File: src/rtl/vga_playfield_prefetcher_pkg.sv
// Shared types and board geometry defaults for the playfield prefetch path.
package vga_playfield_prefetcher_pkg;

   // Cell template encoding consumed by the block ROM / colour stage.
   typedef enum logic [1:0] {
      BLACK = 2'd0,
      DARK  = 2'd1,
      LIGHT = 2'd2,
      WHITE = 2'd3
   } cell_template_t;

   // Row-fetch sequencer states.
   typedef enum logic [1:0] {
      IDLE = 2'd0,
      REQ  = 2'd1,
      WAIT = 2'd2
   } fetch_state_t;

   // Default board placement on screen (in 16 px blocks) and VRAM row base.
   localparam int unsigned DEF_TOP_BLK       = 5;
   localparam int unsigned DEF_LEFT_BLK      = 15;
   localparam int unsigned DEF_ROW_BASE_ADDR = 2;

endpackage

File: src/rtl/vga_row_pingpong.sv
// Front/back playfield row buffers: the back buffer is filled by the fetch
// sequencer, the front buffer is what the pixel stage displays.
module vga_row_pingpong #(
   parameter int unsigned ROW_W = 21
) (
   input  logic             CLK,
   input  logic             RESET_N,
   input  logic             frame_start,
   input  logic             capture,
   input  logic [ROW_W-1:0] capture_data,
   input  logic             swap,
   input  logic             overlap,
   output logic [ROW_W-1:0] front,
   output logic             underrun
);

   logic [ROW_W-1:0] back;
   logic             back_valid;

   // Buffer load, swap at block-row boundary, and sticky underrun tracking.
   always_ff @(posedge CLK or negedge RESET_N) begin
      if (!RESET_N) begin
         // NOTE: these are plain registers, not a RAM, so a full async reset is cheap and keeps the display black until the first swap.
         front      <= '0;
         back       <= '0;
         back_valid <= 1'b0;
         underrun   <= 1'b0;
      end else begin
         // NOTE: non-blocking assignments let later statements override earlier ones for the same edge without reading updated values.
         if (swap) begin
            if (back_valid) begin
               front      <= back;
               back_valid <= 1'b0;
            end else begin
               front <= '0;
            end
         end
         if (capture) begin
            back       <= capture_data;
            back_valid <= 1'b1;
         end
         if (frame_start) begin
            back_valid <= 1'b0;
            underrun   <= 1'b0;
         end else if (overlap || (swap && !back_valid)) begin
            underrun <= 1'b1;
         end
      end
   end

endmodule

File: src/rtl/vga_playfield_prefetcher.sv
// Prefetches one playfield row word per block row during horizontal blank
// and serves per-pixel cell templates from a ping-pong line buffer.
module vga_playfield_prefetcher
   import vga_playfield_prefetcher_pkg::*;
#(
   parameter int unsigned CELL_BITS     = 2,
   parameter int unsigned BOARD_COLS    = 10,
   parameter int unsigned BOARD_ROWS    = 20,
   parameter int unsigned BLOCK_SHIFT   = 4,
   parameter int unsigned TOP_BLK       = DEF_TOP_BLK,
   parameter int unsigned LEFT_BLK      = DEF_LEFT_BLK,
   parameter int unsigned ROW_BASE_ADDR = DEF_ROW_BASE_ADDR,
   parameter int unsigned ADDR_W        = 11,
   parameter int unsigned DATA_W        = 32,
   parameter int unsigned RD_LAT        = 1
) (
   input  logic                 CLK,
   input  logic                 RESET_N,
   input  logic                 line_start,
   input  logic                 frame_start,
   input  logic [9:0]           DrawX,
   input  logic [9:0]           DrawY,
   output logic                 ram_rd,
   output logic [ADDR_W-1:0]    ram_addr,
   input  logic                 ram_busy,
   input  logic [DATA_W-1:0]    ram_rdata,
   output logic [CELL_BITS-1:0] cell_template,
   output logic                 in_board,
   output logic                 game_over,
   output logic                 underrun
);

   localparam int unsigned ROW_W     = CELL_BITS * BOARD_COLS + 1;
   localparam int unsigned BLK_W     = 10 - BLOCK_SHIFT;
   localparam int unsigned ROW_IDX_W = (BOARD_ROWS > 1) ? $clog2(BOARD_ROWS) : 1;
   localparam int unsigned COL_W     = $clog2(BOARD_COLS) + 1;
   localparam logic [1:0]  LAT       = 2'(RD_LAT);

   generate
      if (DATA_W < ROW_W) begin : g_width_check
         $error("DATA_W must be at least CELL_BITS*BOARD_COLS+1");
      end
      if (RD_LAT < 1 || RD_LAT > 3) begin : g_lat_check
         $error("RD_LAT must be in 1..3");
      end
      if (DATA_W > ROW_W) begin : g_rdata_hi
         logic unused_rdata_hi;
         assign unused_rdata_hi = ^ram_rdata[DATA_W-1:ROW_W];
      end
   endgenerate

   // Sub-block pixel bits of DrawX do not affect cell selection.
   logic unused_drawx_lo;
   assign unused_drawx_lo = ^DrawX[BLOCK_SHIFT-1:0];

   logic [BLK_W-1:0]     brow;
   logic [BLK_W-1:0]     bcol;
   logic [31:0]          brow_next;
   logic                 row_in_board;
   logic                 col_in_board;
   logic                 pix_in;
   logic                 trigger;
   logic                 swap;
   logic [ROW_IDX_W-1:0] target_row;

   fetch_state_t         state;
   fetch_state_t         state_d;
   logic [ROW_IDX_W-1:0] row_q;
   logic [ROW_IDX_W-1:0] row_d;
   logic [1:0]           cnt_q;
   logic [1:0]           cnt_d;
   logic                 capture;
   logic                 overlap;

   logic [ROW_W-1:0]     front;
   logic [COL_W-1:0]     col_idx;
   logic [CELL_BITS-1:0] cell_sel;

   assign brow      = DrawY[9:BLOCK_SHIFT];
   assign bcol      = DrawX[9:BLOCK_SHIFT];
   assign brow_next = 32'(brow) + 32'd1;

   assign row_in_board = (32'(brow) >= TOP_BLK) && (32'(brow) < TOP_BLK + BOARD_ROWS);
   assign col_in_board = (32'(bcol) >= LEFT_BLK) && (32'(bcol) < LEFT_BLK + BOARD_COLS);
   assign pix_in       = row_in_board && col_in_board;

   // Fetch on the last scanline of the block row above a board row; swap on
   // the first scanline of that board row. Never both on one line_start.
   assign trigger    = line_start && (&DrawY[BLOCK_SHIFT-1:0]) &&
                       (brow_next >= TOP_BLK) && (brow_next < TOP_BLK + BOARD_ROWS);
   assign swap       = line_start && (DrawY[BLOCK_SHIFT-1:0] == '0) && row_in_board;
   assign target_row = ROW_IDX_W'(brow_next - TOP_BLK);

   // Fetch sequencer state register.
   always_ff @(posedge CLK or negedge RESET_N) begin
      if (!RESET_N) begin
         state <= IDLE;
         row_q <= '0;
         cnt_q <= '0;
      end else begin
         state <= state_d;
         row_q <= row_d;
         cnt_q <= cnt_d;
      end
   end

   // Fetch sequencer next state and VRAM request outputs.
   always_comb begin
      // NOTE: every output gets a default first so no path leaves it unassigned (which would infer a latch).
      state_d  = state;
      row_d    = row_q;
      cnt_d    = cnt_q;
      ram_rd   = 1'b0;
      ram_addr = '0;
      capture  = 1'b0;
      overlap  = trigger && (state != IDLE);
      case (state)
         IDLE: begin
            if (trigger) begin
               state_d = REQ;
               row_d   = target_row;
            end
         end
         REQ: begin
            ram_rd   = 1'b1;
            ram_addr = ADDR_W'(ROW_BASE_ADDR + 32'(row_q));
            if (!ram_busy) begin
               state_d = WAIT;
               cnt_d   = 2'd1;
            end
         end
         WAIT: begin
            if (cnt_q == LAT) begin
               capture = 1'b1;
               state_d = IDLE;
            end else begin
               cnt_d = cnt_q + 2'd1;
            end
         end
         default: state_d = IDLE;
      endcase
      // Vertical blank aborts any fetch in progress.
      if (frame_start) begin
         state_d = IDLE;
         capture = 1'b0;
      end
   end

   vga_row_pingpong #(
      .ROW_W (ROW_W)
   ) u_pingpong (
      .CLK          (CLK),
      .RESET_N      (RESET_N),
      .frame_start  (frame_start),
      .capture      (capture),
      .capture_data (ram_rdata[ROW_W-1:0]),
      .swap         (swap),
      .overlap      (overlap),
      .front        (front),
      .underrun     (underrun)
   );

   // Column index within the board; pixels outside map to column 0.
   assign col_idx = pix_in ? COL_W'(32'(bcol) - LEFT_BLK) : '0;

   // Select the cell field of the front row word for the current column.
   always_comb begin
      cell_sel = '0;
      for (int i = 0; i < int'(BOARD_COLS); i++) begin
         if (col_idx == COL_W'(i)) begin
            cell_sel = front[i*CELL_BITS +: CELL_BITS];
         end
      end
   end

   // Registered pixel outputs, one cycle after DrawX/DrawY.
   always_ff @(posedge CLK or negedge RESET_N) begin
      if (!RESET_N) begin
         in_board      <= 1'b0;
         cell_template <= '0;
         game_over     <= 1'b0;
      end else begin
         in_board      <= pix_in;
         cell_template <= pix_in ? cell_sel : CELL_BITS'(BLACK);
         game_over     <= pix_in && front[ROW_W-1];
      end
   end

endmodule

File: config.mk
export PLATFORM = sky130hd
export DESIGN_NAME = vga_playfield_prefetcher
export DESIGN_NICKNAME = d
export VERILOG_FILES = /design/src/rtl/vga_playfield_prefetcher_pkg.sv /design/src/rtl/vga_row_pingpong.sv /design/src/rtl/vga_playfield_prefetcher.sv
export SDC_FILE = /design/constraint.sdc
export NUM_CORES = 1
export LEC_CHECK = 0
export ABC_CLOCK_PERIOD_IN_PS = 2960
export BUFFER_PORTS_ARGS = -buffer_cell sky130_fd_sc_hd__buf_2
export CAP_MARGIN = 25
export CORE_MARGIN = 5
export CORE_UTILIZATION = 57
export CTS_BUF_LIST = sky130_fd_sc_hd__clkbuf_16
export DETAILED_ROUTE_END_ITERATION = 8
export PLACE_DENSITY = 0.84
export SLEW_MARGIN = 0
export SYNTH_ARGS = -nofsm -noshare
export SYNTH_HDL_FRONTEND = slang
export SYNTH_SLANG_ARGS = --single-unit
File: constraint.sdc
create_clock -name CLK -period 2.96 [get_ports CLK]
set_input_delay 0.296 -clock CLK [delete_from_list [all_inputs] [get_ports CLK]]
set_output_delay 0.296 -clock CLK [all_outputs]
set_load 0.1 [all_outputs]
==> results of run 1 <==
routing by layer:
metal / share of wire, % / up-vias / track usage, % / wire [um]
li1: - / 1137 / - / -
met1: 43 / 1134 / 23.2 / 2720
met2: 49 / 82 / 32.1 / 3120
met3: 5.8 / 13 / 5.15 / 363
met4: 1.6 / 0 / 7.88 / 101
met5: 0 / - / 0 / 0
power groups by stage:
stage,clock network [uW],logic (uW),registers (uW)
floorplan,0,149,849
global placement,0,206,851
detailed placement,0,212,853
CTS,1160,215,842
global route,1190,238,845
finish,1150,214,842
metrics by stage:
step	cell area, um2	std cells	power [uW]	worst slack (ps)
2_1_floorplan	3040	310	999	535
3_3_place_gp	3300	415	1060	417
3_5_place_dp	3300	415	1070	337
4_1_cts	3630	431	2220	670
5_1_grt	3630	431	2280	513
6_report	3630	431	2210	627
placed cells by master, fill, tap and decap left out, drive strengths merged, types with 3 or more instances in the layout:
cell type | netlist | routed
and2 | 4 | 4
nand3 | 7 | 7
xor2 | 3 | 3
a21oi | 9 | 9
ha | 8 | 8
nor2 | 18 | 18
buf | 13 | 57
mux2 | 28 | 28
xnor2 | 3 | 3
nand2b | 4 | 4
o21ai | 31 | 31
or2 | 3 | 3
nand2 | 56 | 56
inv | 12 | 13
conb | 1 | 5
mux2i | 5 | 5
clkbuf | 9 | 9
bufinv | 0 | 3
or3 | 3 | 3
dfrtp | 57 | 57
critical path, cell delays in order:
cell	delay, ps
buf_2	190
inv_1	100
ha_1	370
nand3b_1	180
a22oi_1	200
nor3_1	60
or3_1	320
and3b_1	470
mux2_4	340
sequential cells by signal (all words and copies together), names as in the netlist:
name,flops
cnt_q,2
row_q,5
u_pingpong.back,21
in_board,1
u_pingpong.front,21
cell_template,2
u_pingpong.underrun,1
game_over,1
u_pingpong.back_valid,1
state,2
cell families after synthesis:
group | synth area share, %
AND/OR/NAND/NOR | 16.4
XOR/XNOR | 1.74
multiplexers | 14.2
other | 0.124
buffers and inverters | 6.24
AO/OA/AOI/OAI | 10.9
flip-flops | 47.1
adder cells (fa/ha/maj) | 3.31
cell type report:
type                            instances  area (um2)
Timing Repair Buffer                   57         295
Tap cell                               70        87.6
Clock buffer                            9         225
Multi-Input combinational cell        219        1440
Inverter                               12        45.0
Fill cell                             372        1510
Sequential cell                        57        1430
Clock inverter                          7         110
final timing paths:
check	startpoint	end	slack [ps]	depth (start not counted)
setup / recovery	DrawY[4]	row_q[2]	630	9
hold / removal	RESET_N	u_pingpong.back[4]	60	1
setup reg to reg	cnt_q[1]	u_pingpong.back[12]	1180	5
hold reg to reg	u_pingpong.front[20]	u_pingpong.front[20]	470	2
max in group asynchronous	RESET_N	u_pingpong.back[13]	2230	2
min in group CLK	frame_start	u_pingpong.underrun	200	2
synth_stat cells, types with 2 or more instances:
library cell	n	area, um2
dfrtp_1	57	1430
nand2_1	56	210
o21ai_0	30	150
mux2_2	23	259
nor2_1	18	67.6
inv_1	12	45.0
a21oi_1	9	45.0
clkbuf_1	9	33.8
ha_1	8	100
nand3_1	7	35.0
buf_4	5	37.5
mux2_4	5	75.1
mux2i_1	5	50.1
and2_1	4	25.0
buf_2	4	20.0
nand2b_1	4	25.0
or3_1	3	18.8
xnor2_1	3	26.3
xor2_1	3	26.3
a211oi_1	2	15.0
a21o_1	2	15.0
a22oi_1	2	15.0
a31oi_1	2	12.5
and3b_1	2	17.5
buf_6	2	22.5
buf_8	2	30.0
mux4_2	2	45.0
nand3b_1	2	15.0
nor3_1	2	10.0
nor4_1	2	12.5
o221ai_1	2	17.5
o22ai_1	2	12.5
or2_2	2	12.5
==> impl_metrics.tcl, run 1 <==
set metrics [dict create \
    rsz0062_at_grt "false" \
    drt-vias-per-instance 5.49 \
    n_antenna_cell 0 \
    final_layout_size_suffix_gt1_share_pct 29.1 \
    timing.setup.tns_ps 0 \
    p_seq_share_pct 38.1 \
    final.min_clock_period_ps 2330 \
    detail_route.iter0.violations 201 \
    initial_core_util_pct 58.9 \
    cts-htree-levels 3 \
    clock-skew-final_ps 4.42 \
    drv_cap 0 \
    cts-buffers-inserted 9 \
    power_switching_uw 493 \
    postSynthRegisterBits 57 \
    worst_slew_margin_rel_pct 47.3 \
    power.density_nw_per_um2 608 \
    power.share.combinational_pct 9.7 \
    clk_transition_reported_paths_ps 50 \
    finalHoldViolations 0 \
    via_count_of_the_first_global_routing_pass 2323 \
    clock_tree_from_tritoncts "yes" \
    crit_fanout 11 \
    maxClockFrequency_ghz 0.429 \
    number_of_hold_buffers_added_after_cts 0 \
    cts_setup_buffers 0 \
    average_wire_per_standard_cell_um 14.6 \
    layout-area-overhead-vs-synth_pct 20.0 \
    die_area_um2 6870 \
    dpl.hpwl_mm 4.29 \
    tightest_slew_ps 790 \
    ys_seq_area_share_pct 47.1 \
    firstDrtPassIters 4 \
    groute.usage.overall_pct 19.1 \
    power.share.switching_pct 22.3 \
    worstPathArrival_ps 2530 \
    part_of_the_total_power_dissipated_in_the_clock_network_pct 52.2 \
    syn-instance-count 306 \
    route.vias.total 2366 \
    post_synth_instance_area_um2 3030 \
    leak_pwr_uw 0.00176 \
    min_period_over_period_pct 78.8 \
    synth_flop_cell "dfrtp_1" \
    cts_root_buf "clkbuf_16" \
    number_of_top_level_design_ports 74 \
    port_buffers 53 \
    synth_cell_type_count 46 \
    mapped_avg_cell_area_um2 9.89 \
    clock_sinks 57 \
    wire_length_of_the_first_global_routing_pass_mm 10.7 \
    timing.hold.worst.class "primary input to async pin" \
    placementRows 26 \
    setup.worst_path.end_class "flip-flop" \
    worst-setup-path-type "primary input to flip-flop" \
    max-vdd-ir-drop_mv 0.374 \
    synth-edff-count 0 \
    finish.net_count 421 \
    fin_worst_hold_slack_ps 60.5 \
    required_time_at_the_worst_slack_endpoint_ps 3160 \
    setup_violations 0 \
    post-route-util_pct 70.6 \
    placeableCoreArea_um2 5140 \
    die-width_um 82.9 \
    max-clock-path-buffers 2 \
    slew_violations 0 \
    startpoint_type_of_the_worst_setup_path "primary input" \
    status "complete, no violations" \
    number_of_antenna_violations_at_the_first_check_in_global_routing 0 \
    drt.antenna.violating_nets 0 \
    dieHeight_um 82.9 \
    globalplace.congestion 0.835 \
    drcViolationCount 0 \
    synth_async_sr_flop_share_pct 100 \
    clk_latency_ps 320 \
    ys.warnings.count 0 \
    cts_resized 0 \
    detail_route.wirelength_mm 6.31 \
    cell_internal_pwr_uw 1720 \
    maximum_number_of_pins_on_one_net_before_global_route_repair 45 \
    overflow 0 \
]
Power figures use the tool's default switching activity.
==> inputs of run 2 (changes only) <==
- ABC_AREA: unset -> 1
- ABC_CLOCK_PERIOD_IN_PS: 2960 -> 2300
- CORE_UTILIZATION: 57 -> 53
- PLACE_DENSITY: 0.84 -> 0.79
- clock period: 2.96 -> 2.3 ns (I/O delays scaled with it)
==> run 2 against run 1 <==
Against the previous run: die area grew 7.1%; clock skew grew 2.3 ps; combinational power grew 110%; non-clock buffer count is the same; worst setup slack lost 350 ps; core utilization shrank 3.7 points; area after synthesis grew 0.54%; clock power shrank 3%; critical path type is now flip-flop to output pin.
==> impl_metrics.tcl, run 2 <==
set metrics [dict create \
    top_regs "u_pingpong.back: 21 flops, u_pingpong.front: 21 flops, row_q: 5 flops" \
    post_synth_instance_area_um2 3040 \
    overflow 0 \
    cp.buffers_inverters 1 \
    mostFrequentLayoutCell "dfrtp_1" \
    part_of_the_total_power_dissipated_in_the_clock_network_pct 39.8 \
    layout-area-overhead-vs-synth_pct 21.9 \
    globalplace.congestion 0.815 \
    detail_route.iter0.violations 168 \
    wire_length_of_the_first_global_routing_pass_mm 11.2 \
    critPathTopFamily "flip-flops" \
    drt.antenna.violating_nets 0 \
    clock-skew-final_ps 6.69 \
    synth_flop_cell "dfrtp_1" \
    crit_fanout 4 \
    max-clock-path-buffers 2 \
    min_period_over_period_pct 87.9 \
    initial_core_util_pct 54.9 \
    final_layout_size_suffix_gt1_share_pct 30.6 \
    groute.usage.overall_pct 19.4 \
    worst_slew_margin_rel_pct 54.5 \
    max-vdd-ir-drop_mv 0.548 \
    route.vias.total 2415 \
    via_count_of_the_first_global_routing_pass 2450 \
    slew_violations 0 \
    cts-htree-levels 3 \
    slowest_stage "dfrtp_1" \
    power.share.switching_pct 28.4 \
    synth_top_cell_area_share_pct 46.9 \
    cts-buffers-inserted 9 \
    clock_sinks 57 \
    cell_internal_pwr_uw 1990 \
    number_of_hold_buffers_added_after_cts 1 \
    power.density_nw_per_um2 751 \
    power_switching_uw 790 \
    detail_route.wirelength_mm 6.33 \
    p_seq_share_pct 44.2 \
    firstDrtPassIters 4 \
    startpoint_type_of_the_worst_setup_path "flip-flop" \
    number_of_top_level_design_ports 74 \
    drcViolationCount 0 \
    slowest_delay_ps 430 \
    ys.warnings.count 0 \
    mapped_avg_cell_area_um2 9.14 \
    synth_cell_type_count 40 \
    clock_tree_from_tritoncts "yes" \
    layout.filler_cells 456 \
    clk_latency_ps 320 \
    synth-edff-count 0 \
    die_area_um2 7360 \
    drt-vias-per-instance 5.17 \
    average_wire_per_standard_cell_um 13.6 \
    worst-setup-path-type "flip-flop to output pin" \
    setup.worst_path.end_class "output pin" \
    n_antenna_cell 0 \
    finalHoldViolations 0 \
    finish.net_count 456 \
    cts_resized 0 \
    placementRows 27 \
    ys_seq_area_share_pct 46.9 \
    cts_setup_buffers 0 \
    worstPathCellList "ha_1 > o21ai_0 > a21oi_4 > buf_2" \
    dieHeight_um 85.8 \
    maxClockFrequency_ghz 0.495 \
    placeableCoreArea_um2 5540 \
    maximum_number_of_pins_on_one_net_before_global_route_repair 45 \
    leak_pwr_uw 0.00190 \
    cts_root_buf "clkbuf_16" \
    timing.hold.worst.class "primary input to flip-flop" \
    fin_total_pwr_uw 2780 \
    worstPathArrival_ps 1790 \
    power.share.combinational_pct 16.0 \
    final.min_clock_period_ps 2020 \
    dpl.hpwl_mm 4.55 \
    status "complete, no violations" \
    port_buffers 53 \
    clk_transition_reported_paths_ps 50 \
    syn-instance-count 333 \
    yosys-top-cells-area "dfrtp_1 47%, mux2_2 7.8%, inv_1 6.3%, nand3_1 6.3%, o21ai_0 4.6%" \
    number_of_antenna_violations_at_the_first_check_in_global_routing 0 \
    synth_common_cells "57 x dfrtp_1, 51 x inv_1, 38 x nand3_1, 33 x nand2_1, 28 x o21ai_0" \
    tightest_slew_ps 683 \
    postSynthRegisterBits 57 \
    synth.most_common_cell "dfrtp_1" \
    drv_cap 0 \
    required_time_at_the_worst_slack_endpoint_ps 2070 \
    timing.setup.tns_ps 0 \
    rsz0062_at_grt "false" \
    netlist.top_cell.by_area "dfrtp_1" \
    synth_async_sr_flop_share_pct 100 \
    die-width_um 85.8 \
    setup_violations 0 \
    layout.cells.most_common_list "57 x dfrtp_1, 53 x buf_2, 52 x inv_1" \
]
run 2: changes by cell type after synthesis, sizes merged, moves of 5 or more:
cell	change
clkbuf	-5
inv	+44
mux2	-7
mux2i	-5
nand2	-19
nand3	+33
nand4	+5
nor2	+12
run 2: layer usage:
layer | global-route usage (%) | part of all wire [%] | routed length [um] | vias up
li1 | - | - | - | 1210
met1 | 25.4 | 45 | 2830 | 1130
met2 | 30.9 | 48 | 3040 | 64
met3 | 3.55 | 5.2 | 332 | 11
met4 | 9.35 | 1.8 | 116 | 0
met5 | 0 | 0 | 0 | -
run 2: path summary, 6_finish.rpt:
check	from	endpoint	slack, ps	cells past startpoint
max in group asynchronous	RESET_N	u_pingpong.back[18]	1290	3
hold reg to reg	u_pingpong.front[20]	game_over	490	2
hold / removal	frame_start	state[0]	130	2
min in group asynchronous	RESET_N	u_pingpong.front[6]	440	2
setup / recovery	row_q[1]	ram_addr[3]	280	4
setup reg to reg	cnt_q[0]	u_pingpong.back[2]	730	6
run 2: power by group through the flow:
stage	registers, uW	logic [uW]	clock network [uW]
after floorplan	1230	301	0
after CTS	1230	448	1130
final	1230	445	1110
after global routing	1250	503	1190
after detailed placement	1240	438	0
after global placement	1230	420	0
run 2: layout make-up:
class / instances / area [um2] / share of cell area (%)
clock buffer: 9 / 225 / 6.07
inverter: 57 / 214 / 5.77
sequential: 57 / 1430 / 38.5
multi-input combinational: 209 / 1400 / 37.8
timing repair buffer: 57 / 323 / 8.70
clock inverter: 6 / 27.5 / 0.742
tap: 72 / 90.1 / 2.43
run 2: cell families (layout without fill, tap and decap cells):
logic type      after synthesis  after routing  synth area share (%)
mux                          21             21                  7.77
fa+ha+maj                     8              8                  3.29
xor+xnor                      5              5                  1.69
buf+inv                      71            129                  9.50
compound gates               51             51                  9.70
simple gates                119            119                  21.1
flops                        57             57                  46.9
other cells                   1              5                 0.123
run 2: stage by stage:
stage | instances | hold WS [ps] | cell area [um2] | setup slack [ps] | util [%]
global placement | 451 | 259 | 3450 | 298 | 62.2
detailed placement | 451 | 259 | 3450 | 228 | 62.2
global route | 467 | 140 | 3710 | 205 | 66.9
CTS | 467 | 125 | 3710 | 267 | 66.9
floorplan | 337 | -65.6 | 3120 | 240 | -
finish | 467 | 131 | 3710 | 278 | 66.9
run 2: worst reg2reg max path, stage by stage, from the launching register on:
cell and delay [ps]:
dfrtp_1 390, ha_1 200, inv_1 90, nor2_1 50, nand2_1 60, buf_4 280, mux2_2 390
==> inputs of run 3 (changes only) <==
- CORE_UTILIZATION: 53 -> 54
- PLACE_DENSITY: 0.79 -> 0.8
- SYNTH_HIERARCHICAL: unset -> 1
==> run 3 against run 2 <==
Against the previous run: synthesized cell count up 15%; highest routed layer unchanged; clock-buffer cell count stayed put; final area up 3.3%; sequential power shrank 11%.
==> impl_metrics.tcl, run 3 <==
set metrics [dict create \
    status "complete, no violations" \
    detail_route.wirelength_mm 6.40 \
    synth_top_cell_area_share_pct 44.2 \
    netlist.top_cell.by_area "dfrtp_1" \
    placeableCoreArea_um2 5850 \
    worstPathCellList "inv_1 > nor2_4 > inv_1 > nor3_4 > buf_2" \
    wire_length_of_the_first_global_routing_pass_mm 11.2 \
    multi_input_area_um2 1490 \
    worstPathArrival_ps 1800 \
    tightest_slew_ps 716 \
    synth_cell_type_count 38 \
    max-clock-path-buffers 2 \
    synth_async_sr_flop_share_pct 100 \
    slew_violations 0 \
    n_antenna_cell 0 \
    groute.usage.overall_pct 18.9 \
    crit_fanout 5 \
    slowest_stage "buf_2" \
    regArea_um2 1430 \
    ys_seq_area_share_pct 44.2 \
    postSynthRegisterBits 57 \
    syn-instance-count 384 \
    worst-setup-path-type "flip-flop to output pin" \
    clk_latency_ps 320 \
    route.vias.total 2567 \
    layout.filler_cells 478 \
    final_layout_size_suffix_gt1_share_pct 30.1 \
    worst_slew_margin_rel_pct 52.3 \
    critPathMostFrequentCell "inv_1" \
    final.min_clock_period_ps 2030 \
    setup_violations 0 \
    place_ws_ps 98.4 \
    mostFrequentLayoutCell "nand2_1" \
    drcViolationCount 0 \
    min_period_over_period_pct 88.1 \
    placementRows 28 \
    power.density_nw_per_um2 682 \
    mapped_avg_cell_area_um2 8.40 \
    via_count_of_the_first_global_routing_pass 2522 \
    overflow 0 \
    number_of_top_level_design_ports 74 \
    worst_setup_path_endpoint "ram_addr[5]" \
    cts_root_buf "clkbuf_16" \
    fin_total_pwr_uw 2610 \
    max-vdd-ir-drop_mv 0.479 \
    cts_resized 0 \
    clock_tree_from_tritoncts "yes" \
    fin_worst_setup_slack_ps 274 \
    port_buffers 53 \
    ys.warnings.count 6 \
    average_wire_per_standard_cell_um 12.2 \
    firstDrtPassIters 4 \
    synth.most_common_cell "nand2_1" \
    top_regs "u_pingpong/back: 21 flops, u_pingpong/front: 21 flops, row_q: 5 flops" \
    cts-htree-levels 3 \
    finalNonFillerCells 523 \
    rsz0062_at_grt "false" \
    initial_core_util_pct 55.1 \
    drt-vias-per-instance 4.91 \
    synth-edff-count 0 \
    synth_flop_cell "dfrtp_1" \
    r2r_end "cnt_q[1]" \
    slowest_delay_ps 450 \
    dpl.hpwl_mm 4.69 \
    finish.net_count 508 \
    finalHoldViolations 0 \
    leak_pwr_uw 0.00196 \
    clock-skew-final_ps 4.62 \
    yosys-top-cells-area "dfrtp_1 44%, nand2_1 11%, o21ai_2 8.1%, inv_1 7.0%, nor2_1 3.6%" \
    maximum_number_of_pins_on_one_net_before_global_route_repair 58 \
    die_area_um2 7620 \
    cts-buffers-inserted 9 \
    worst-r2r-setup-slack_ps 720 \
    clk_transition_reported_paths_ps 50 \
    die-width_um 87.3 \
    fin_worst_hold_slack_ps 36.5 \
    required_time_at_the_worst_slack_endpoint_ps 2070 \
    setup.worst_path.end_class "output pin" \
    dieHeight_um 87.3 \
    layout.cells.most_common_list "96 x nand2_1, 60 x inv_1, 57 x dfrtp_1" \
    globalplace.congestion 0.867 \
    number_of_antenna_violations_at_the_first_check_in_global_routing 0 \
    drt.antenna.violating_nets 0 \
    post_synth_instance_area_um2 3220 \
    worst_r2r_startpoint "state[0]" \
    startpoint_type_of_the_worst_setup_path "flip-flop" \
    detail_route.iter0.violations 131 \
    drv_cap 0 \
    place.detailed.instances 507 \
    synth_common_cells "96 x nand2_1, 60 x inv_1, 57 x dfrtp_1, 31 x nor2_1, 30 x o21ai_2" \
    layout-area-overhead-vs-synth_pct 18.9 \
    timing.hold.worst.class "primary input to async pin" \
    clock_sinks 57 \
    maxClockFrequency_ghz 0.494 \
    cts_setup_buffers 0 \
    origin_of_the_worst_setup_path "state[0]" \
    number_of_hold_buffers_added_after_cts 0 \
    rr_worst_depth 6 \
]
run 3: changes by cell type in the layout (fill, tap and decap cells not counted), moves of 4 or more:
cell,before,now
inv_1,52,60
o21ai_2,0,30
o21ai_1,2,12
buf_4,1,5
nor2_1,18,26
o21ai_0,28,11
nand3_1,38,13
mux2_2,21,0
nand2_1,33,96
run 3: per-stage QoR:
stage,setup TNS [ps],instance area (um2),utilization (%)
floorplan,-77.2,3290,-
global placement,0,3560,60.9
detailed placement,0,3560,60.9
CTS,0,3830,65.5
global route,0,3830,65.5
finish,0,3830,65.5
run 3: area by class of cell:
type / instances / area share (%)
inverter: 65 / 6.37
sequential: 57 / 37.2
multi-input combinational: 252 / 39.0
clock inverter: 7 / 1.21
tap: 75 / 2.45
timing repair buffer: 58 / 7.90
clock buffer: 9 / 5.88
run 3: critical path: cells and delay by family, from the launching register on:
kind / cells / cell delay, ps
simple gates: 2 / 310
flops: 1 / 410
buf+inv: 3 / 750
run 3: per-layer routing:
| layer | up-vias | share of wire [%] | track usage [%] |
|---|---|---|---|
| met2 | 66 | 48 | 30.8 |
| met5 | - | 0 | 0 |
| met3 | 10 | 5.3 | 5.30 |
| li1 | 1309 | - | - |
| met4 | 0 | 1.7 | 7.81 |
| met1 | 1182 | 45 | 23.7 |
run 3: how the worst min path moves through the flow:
stage and end:
2_1_floorplan cell_template[0], 3_3_place_gp cnt_q[0], 3_5_place_dp u_pingpong/back[16], 4_1_cts u_pingpong/back[16], 5_1_grt row_q[0], 6_report u_pingpong/back[16]
run 3: cell families (layout without fill, tap and decap cells):
family | Yosys count | count (layout) | synth area share [%]
AO/OA/AOI/OAI | 67 | 67 | 14.8
XOR/XNOR | 5 | 5 | 1.59
adder cells (fa/ha/maj) | 8 | 8 | 3.10
buffers and inverters | 79 | 139 | 11.8
flip-flops | 57 | 57 | 44.2
other | 1 | 5 | 0.116
AND/OR/NAND/NOR | 167 | 167 | 24.4
run 3: power by group:
group | total, uW | internal [uW] | switching (uW) | leakage [uW]
registers | 1100 | 1070 | 29.3 | 0.000723
logic | 339 | 103 | 237 | 0.00111
clock network | 1180 | 723 | 455 | 0.000129
